## src/rtl/led_fade_ramp_pkg.sv

```systemverilog
// rtl/led_fade_ramp_pkg.sv - shared state encoding, output width and gamma map for led_fade_ramp (FADE_GAMMA_EN)
package led_fade_ramp_pkg;

  localparam int OUT_W = 8;

  typedef enum logic [1:0] {
    ST_RISE      = 2'd0,
    ST_HOLD_HIGH = 2'd1,
    ST_FALL      = 2'd2,
    ST_HOLD_LOW  = 2'd3
  } fade_state_t;

  // ((v+1)^2 - 1) >> 8 rewritten as v*(v+2) >> 8, which fits 16 bits exactly (255*257 = 65535)
  function automatic logic [OUT_W-1:0] gamma_map(input logic [OUT_W-1:0] v);
    logic [15:0] p;
    p = {8'd0, v} * ({8'd0, v} + 16'd2);
    return OUT_W'(p >> 8);
  endfunction

endpackage

```

## src/rtl/fade_gamma.sv

```systemverilog
// rtl/fade_gamma.sv - perceptual squared brightness map, exists only when FADE_GAMMA_EN is defined
`ifdef FADE_GAMMA_EN
module fade_gamma
  import led_fade_ramp_pkg::*;
(
  input  logic [OUT_W-1:0] i_value,
  output logic [OUT_W-1:0] o_value
);

  // purely combinational; the caller registers the result
  always_comb begin
    o_value = gamma_map(i_value);
  end

endmodule
`endif

```

## src/rtl/led_fade_ramp.sv

```systemverilog
// rtl/led_fade_ramp.sv - breathing duty-value sweep for pwm8b; FADE_GAMMA_EN selects the squared output map
module led_fade_ramp
  import led_fade_ramp_pkg::*;
#(
  parameter int STEP_DIV   = 50000,
  parameter int MIN_VAL    = 0,
  parameter int MAX_VAL    = 255,
  parameter int STEP       = 1,
  parameter int HOLD_STEPS = 16
) (
  input  logic             clk,
  input  logic             rst_n,
  input  logic             en,
  output logic [OUT_W-1:0] value_out,
  output logic             strobe
);

  localparam int CW = (STEP_DIV > 1) ? $clog2(STEP_DIV) : 1;
  localparam int HW = (HOLD_STEPS > 1) ? $clog2(HOLD_STEPS) : 1;
  localparam logic [CW-1:0] CNT_LAST  = CW'(STEP_DIV - 1);
  localparam logic [HW-1:0] HOLD_LAST = HW'(HOLD_STEPS - 1);
  localparam logic [8:0] MIN9  = 9'(MIN_VAL);
  localparam logic [8:0] MAX9  = 9'(MAX_VAL);
  localparam logic [8:0] STEP9 = 9'(STEP);

  logic [CW-1:0]    r_cnt;
  logic [HW-1:0]    r_hold;
  logic [OUT_W-1:0] r_level;
  fade_state_t      r_state;
  logic             r_upd;

  logic             w_tick;
  logic [8:0]       w_sum;
  logic [8:0]       w_diff;
  logic             w_under;
  logic [OUT_W-1:0] w_map;

  assign w_tick  = en && (r_cnt == CNT_LAST);
  assign w_sum   = {1'b0, r_level} + STEP9;
  assign w_diff  = {1'b0, r_level} - STEP9;
  assign w_under = w_diff[8];

`ifdef FADE_GAMMA_EN
  localparam logic [OUT_W-1:0] RST_OUT = gamma_map(OUT_W'(MIN_VAL));
  fade_gamma u_gamma (
    .i_value (r_level),
    .o_value (w_map)
  );
`else
  localparam logic [OUT_W-1:0] RST_OUT = OUT_W'(MIN_VAL);
  assign w_map = r_level;
`endif

  // prescaler: counts enabled cycles, wraps on the tick, frozen while en is low
  always_ff @(posedge clk) begin
    if (!rst_n) begin
      r_cnt <= '0;
    end else if (w_tick) begin
      r_cnt <= '0;
    end else if (en) begin
      r_cnt <= r_cnt + 1'b1;
    end
  end

  // sweep FSM: level, state and dwell counter move only on a tick; r_upd flags a level move
  always_ff @(posedge clk) begin
    if (!rst_n) begin
      r_state <= ST_RISE;
      r_level <= OUT_W'(MIN_VAL);
      r_hold  <= '0;
      r_upd   <= 1'b0;
    end else begin
      r_upd <= w_tick && ((r_state == ST_RISE) || (r_state == ST_FALL));
      if (w_tick) begin
        case (r_state)
          ST_RISE: begin
            if (w_sum >= MAX9) begin
              r_level <= MAX9[7:0];
              r_hold  <= '0;
              r_state <= (HOLD_STEPS == 0) ? ST_FALL : ST_HOLD_HIGH;
            end else begin
              r_level <= w_sum[7:0];
            end
          end
          ST_HOLD_HIGH: begin
            if (r_hold == HOLD_LAST) begin
              r_hold  <= '0;
              r_state <= ST_FALL;
            end else begin
              r_hold <= r_hold + 1'b1;
            end
          end
          ST_FALL: begin
            if (w_under || (w_diff <= MIN9)) begin
              r_level <= MIN9[7:0];
              r_hold  <= '0;
              r_state <= (HOLD_STEPS == 0) ? ST_RISE : ST_HOLD_LOW;
            end else begin
              r_level <= w_diff[7:0];
            end
          end
          default: begin
            if (r_hold == HOLD_LAST) begin
              r_hold  <= '0;
              r_state <= ST_RISE;
            end else begin
              r_hold <= r_hold + 1'b1;
            end
          end
        endcase
      end
    end
  end

  // output stage: mapped level one cycle after it moves, strobe marks the new value
  always_ff @(posedge clk) begin
    if (!rst_n) begin
      value_out <= RST_OUT;
      strobe    <= 1'b0;
    end else begin
      value_out <= w_map;
      strobe    <= r_upd;
    end
  end

endmodule
```

## config.mk

```make
export PLATFORM = sky130hd
export DESIGN_NAME = led_fade_ramp
export DESIGN_NICKNAME = d
export VERILOG_FILES = /design/src/rtl/led_fade_ramp_pkg.sv /design/src/rtl/fade_gamma.sv /design/src/rtl/led_fade_ramp.sv
export SDC_FILE = /design/constraint.sdc
export NUM_CORES = 1
export LEC_CHECK = 0
export BUFFER_PORTS_ARGS = -buffer_cell sky130_fd_sc_hd__buf_2
export CAP_MARGIN = 20
export CORE_UTILIZATION = 35
export CTS_BUF_LIST = sky130_fd_sc_hd__clkbuf_16
export DETAILED_ROUTE_END_ITERATION = 10
export PLACE_DENSITY = 0.57
export SLEW_MARGIN = 10
export SYNTH_ARGS = -nofsm -noshare
export SYNTH_HDL_FRONTEND = slang
export SYNTH_SLANG_ARGS = --single-unit
```

## constraint.sdc

```tcl
create_clock -name clk -period 3 [get_ports clk]
set_input_delay 0.15 -clock clk [delete_from_list [all_inputs] [get_ports clk]]
set_output_delay 0.15 -clock clk [all_outputs]
set_load 0.05 [all_outputs]
```

Word level (Yosys, flattened, before mapping):

Cells that the tools add are included.

* register bits: 40
* bits of input ports: 3
* output and inout bits: 9
* word-level logic and storage cells: 44

* $add $sub $neg: 4
* $lt $le $gt $ge: 2
* eq/ne operators: 7
* muxes and demuxes: 12
* bitwise logic cells: 1
* reduce and logical (&&, ||, !) cells: 11

Operators with widths (number)
* $add 16x1->16 const B: 1
* $eq 16x16->1 const B: 1
* $mux 8: 2
* $pmux 8 s2: 1
* $mux 4: 3
* $add 8x1->9 const B: 1
* $ge 9x8->1 const B: 1
* $le 9x1->1 const B: 1
* $sub 8x1->9 const B: 1
* $mux 2: 4
* $pmux 4 s2: 1
* $pmux 2 s3: 1
* $reduce_and 5->1: 1
* $add 4x1->4 const B: 1
* $eq 4x4->1 const B: 1
* $ne 2x1->1 const B: 2
* $reduce_and 3->1: 1
* $reduce_bool 3->1: 1
* $eq 2x1->1 const B: 1
* $eq 2x2->1 const B: 1
* $logic_and 1x1->1: 2
* $logic_not 2->1: 1
* $logic_or 1x1->1: 2
* $ne 2x2->1 const B: 1
* 4 further kinds: 4

Depth between registers and ports, before layout:

* depth after elaboration: 5
* depth in mapped cells: 9
* mapped depth without buffers: 8

Worst setup path before layout:

OpenSTA, ideal clock, no wires.

* kind: register to register
* from: register r_level[1]
* to: register r_state[0]
* library setup time: 0.072 ns
* data arrival time: 2.220 ns
* required time: 2.928 ns
* slack: 0.708 ns
* stages on the path, launching flop included: 10
* path buffers: 1
* period minus slack after synthesis: 2.292 ns
* cell sequence: dfxtp_1 buf_2 inv_1 ha_1 or4b_4 o21ai_4 a31o_4 o31ai_2 nor4b_4 mux2i_1

* longest elaborated chain between the ends: 5
* elaborated cells between the ends (all ways): 8
* those cells by class: 2 x add/sub; 2 x order compare; 2 x eq/ne; 2 x reduce/logical

RTL lines
* start: declaration: RTL line led_fade_ramp.sv:28 `logic [OUT_W-1:0] r_level;`
* start signal: assignment: RTL line led_fade_ramp.sv:69 `r_level <= OUT_W'(MIN_VAL);`
* start signal: assignment: RTL line led_fade_ramp.sv:78 `r_level <= MAX9[7:0];`
* start signal: assignment: RTL line led_fade_ramp.sv:82 `r_level <= w_sum[7:0];`
* $sub 8x1->9: RTL line led_fade_ramp.sv:40 `assign w_diff = {1'b0, r_level} - STEP9;`
* $le 9x1->1: RTL line led_fade_ramp.sv:94 `if (w_under || (w_diff <= MIN9)) begin`
* $logic_or 1x1->1: RTL line led_fade_ramp.sv:94
* $ne 2x1->1 (no source line)
* $reduce_and 5->1 (no source line) *
* end signal: assignment: RTL line led_fade_ramp.sv:80 `r_state <= (HOLD_STEPS == 0) ? ST_FALL : ST_HOLD_HIGH;`
* end signal: assignment: RTL line led_fade_ramp.sv:97 `r_state <= (HOLD_STEPS == 0) ? ST_RISE : ST_HOLD_LOW;`
* end: declaration: RTL line led_fade_ramp.sv:29 `fade_state_t r_state;`

Every way passes the cells marked *; elsewhere a longest branch is shown, timed or not.
A chain may end at the register's enable or synchronous reset.

Final worst setup path:

* from: register r_level[0]
* to: register r_state[0]

The elaborated chain is that of the path after synthesis.

==> impl_metrics.json <==
{
  "start_util": 0.372,
  "grt_max_degree": 29,
  "drc": 0,
  "h-tree-depth": 2,
  "grt_usage": 0.153,
  "tritoncts": "done",
  "critical_path.max_stage_delay_ps": 650,
  "drt_wl_total_mm": 4.62,
  "crit_chain": "ha_1, nand4_2, xor2_1, o22a_1, o311a_1, nor4b_4, mux2i_1",
  "synthDistinctLibCells": 53,
  "syn-num-nets": 280,
  "cts_buffer_depth": 2,
  "final_area_mm2": 0.00254,
  "crit_path_max_fanout": 17,
  "areaGrowthSynthToFinish_pct": 11.9,
  "overflow": 0,
  "drive_above_1_share": 0.109,
  "setup-tns-final_ps": 0,
  "cp_top_family": "compound AO/OA/AOI/OAI gates",
  "drv_slew": 0,
  "cts_hold_buf": 0,
  "cts_sinks": 40,
  "critPathKind": "reg2reg",
  "post-cts-setup-buffer-count": 0,
  "nNetsFinal": 287,
  "cts-root-buf": "clkbuf_16",
  "detail-route-antenna-nets": 0,
  "vias": 1851,
  "hold_violations": 0,
  "placed_area_mm2": 0.00237,
  "insertedDiodeCount": 0,
  "outcome": "completed",
  "fillers": 641,
  "tightest_slew_ps": 605,
  "synth_cells": 268,
  "die-area_mm2": 0.00681,
  "insertion_delay_ps": 270,
  "die_y_um": 82.5,
  "cellPowerDensity_mw_per_mm2": 456,
  "async_flop_share": 0,
  "crit_required_ps": 3210,
  "synth_top_area_frac": 0.353,
  "netlist_area_mm2": 0.00227,
  "peakVddDrop_mv": 0.422,
  "drt_pass1_iterations": 4,
  "gp_congestion": 0.825,
  "synth.ff_latch_count": 40,
  "grt_pass1_wl_mm": 8.04,
  "setup_violations": 0,
  "max_clock_freq_mhz": 376,
  "skew_ps": 2.24,
  "antenna_found_initial": 0,
  "cp_num_buf_inv": 0,
  "cellLeakagePower_nw": 0.932,
  "hold_path_class": "in2reg",
  "slew_headroom": 0.594,
  "fin_crit_ps": 2660,
  "netlist.top_cell.by_area": "dfxtp_1",
  "io_buffer_count": 11,
  "ys_top_cells_by_count": "dfxtp_1, nor2_1, nand2_1",
  "synthTopCellsByArea": "dfxtp_1, ha_1, nor2_1",
  "post-route-period-util": 0.886,
  "maxCapViolCount": 0,
  "startpoint_type": "flip-flop",
  "hpwl_mm": 3.17,
  "grt_pass1_vias": 1701,
  "synth_most_common_cell": "dfxtp_1",
  "die_w_um": 82.5,
  "endpoint_kind": "flip-flop",
  "rsz0062_at_grt": "no",
  "avgSynthCellArea_um2": 8.47,
  "crit_slowest_cell": "dfxtp_1",
  "routedWlPerCell_um": 13.2,
  "arrival_ps": 2860,
  "via_per_inst": 5.27,
  "ios": 12,
  "synth_edf_count": 0,
  "cts.repair.resized": 0,
  "yosysWarnings": 0,
  "synth-main-ff-cell": "dfxtp_1",
  "drt_iter0_markers": 117,
  "core-area_mm2": 0.00610,
  "numCtsBuffers": 5,
  "rows": 28,
  "clk_pin_slew_ps": 60,
  "ys_seq_area_frac": 0.353
}
## sequential cells by signal, indices dropped and copies added, names as in the netlist
| register | count |
|---|---|
| r_level | 8 |
| strobe | 1 |
| r_upd | 1 |
| r_cnt | 16 |
| r_hold | 4 |
| value_out | 8 |
| r_state | 2 |
## cell families after synthesis
group / Yosys count / synth area share
compound gates: 51 / 0.162
xor+xnor: 18 / 0.0695
fa+ha+maj: 9 / 0.0496
buf+inv: 25 / 0.0507
flops: 40 / 0.353
mux: 6 / 0.0265
simple gates: 119 / 0.289
## metrics by stage
stage               utilization  hold WS [ps]  cells  worst slack (ps)  power [mW]
detailed placement        0.389           453    343               395       0.566
finish                    0.416           198    351               343        1.16
global placement          0.389           454    343               448       0.566
global route              0.416           205    351               183        1.20
CTS                       0.416           196    351               356        1.17
floorplan                     -           298    268               708       0.561
## cells in the final DEF, fill, tap and decap left out, types with 2 or more instances in the layout
| cell type | instances |
|---|---|
| a21oi_1 | 4 |
| nor3_1 | 9 |
| o21ai_0 | 16 |
| nor2_1 | 28 |
| nand3_1 | 12 |
| a2bb2oi_1 | 4 |
| and3_1 | 5 |
| xnor2_1 | 11 |
| ha_1 | 9 |
| clkbuf_16 | 5 |
| and2_1 | 11 |
| nand4b_1 | 3 |
| nand2_1 | 25 |
| inv_1 | 10 |
| xor2_1 | 7 |
| a31oi_1 | 4 |
| buf_2 | 11 |
| buf_4 | 4 |
| a21o_1 | 2 |
| nand4_1 | 6 |
| dfxtp_1 | 40 |
| o21a_1 | 2 |
| nor2b_1 | 3 |
| and4_1 | 3 |
| o32ai_1 | 2 |
| a21boi_0 | 2 |
| or3_1 | 4 |
| mux2i_1 | 6 |
| o31ai_1 | 2 |
## cell type report
class,count,area (µm²),share of cell area
Clock inverter,3,42.5,0.0168
Clock buffer,5,125,0.0493
Tap cell,75,93.8,0.0370
Timing Repair Buffer,15,85.1,0.0335
Sequential cell,40,801,0.315
Inverter,10,37.5,0.0148
Multi-Input combinational cell,203,1350,0.533
## worst register-to-register path: cells and delay by family (launching register included)
kind | cells | cell delay [ps]
compound gates | 2 | 660
xor+xnor | 1 | 200
fa+ha+maj | 1 | 360
flops | 1 | 650
mux | 1 | 210
simple gates | 2 | 510
## final timing paths
kind	cells after the start	slack (ps)	endpoint	from
worst max register to register	7	340	r_state[0]	r_level[0]
worst min register to register	1	460	strobe	r_upd
worst min-delay path	3	200	r_cnt[1]	en
worst max-delay path	7	340	r_state[0]	r_level[0]
## per-layer routing
metal / GRT usage / share of wire / up-vias
li1: - / - / 964
met1: 0.202 / 0.51 / 862
met2: 0.252 / 0.45 / 19
met3: 0.0330 / 0.023 / 6
met4: 0.0414 / 0.015 / 0
met5: 0 / 0 / -
## power by group
part / total [mW] / switching [mW] / internal [mW]
clock network: 0.605 / 0.214 / 0.391
registers: 0.536 / 0.00227 / 0.534
logic: 0.0174 / 0.0118 / 0.00560
total: 1.16 / 0.228 / 0.930
Power figures use the tool's default switching activity.
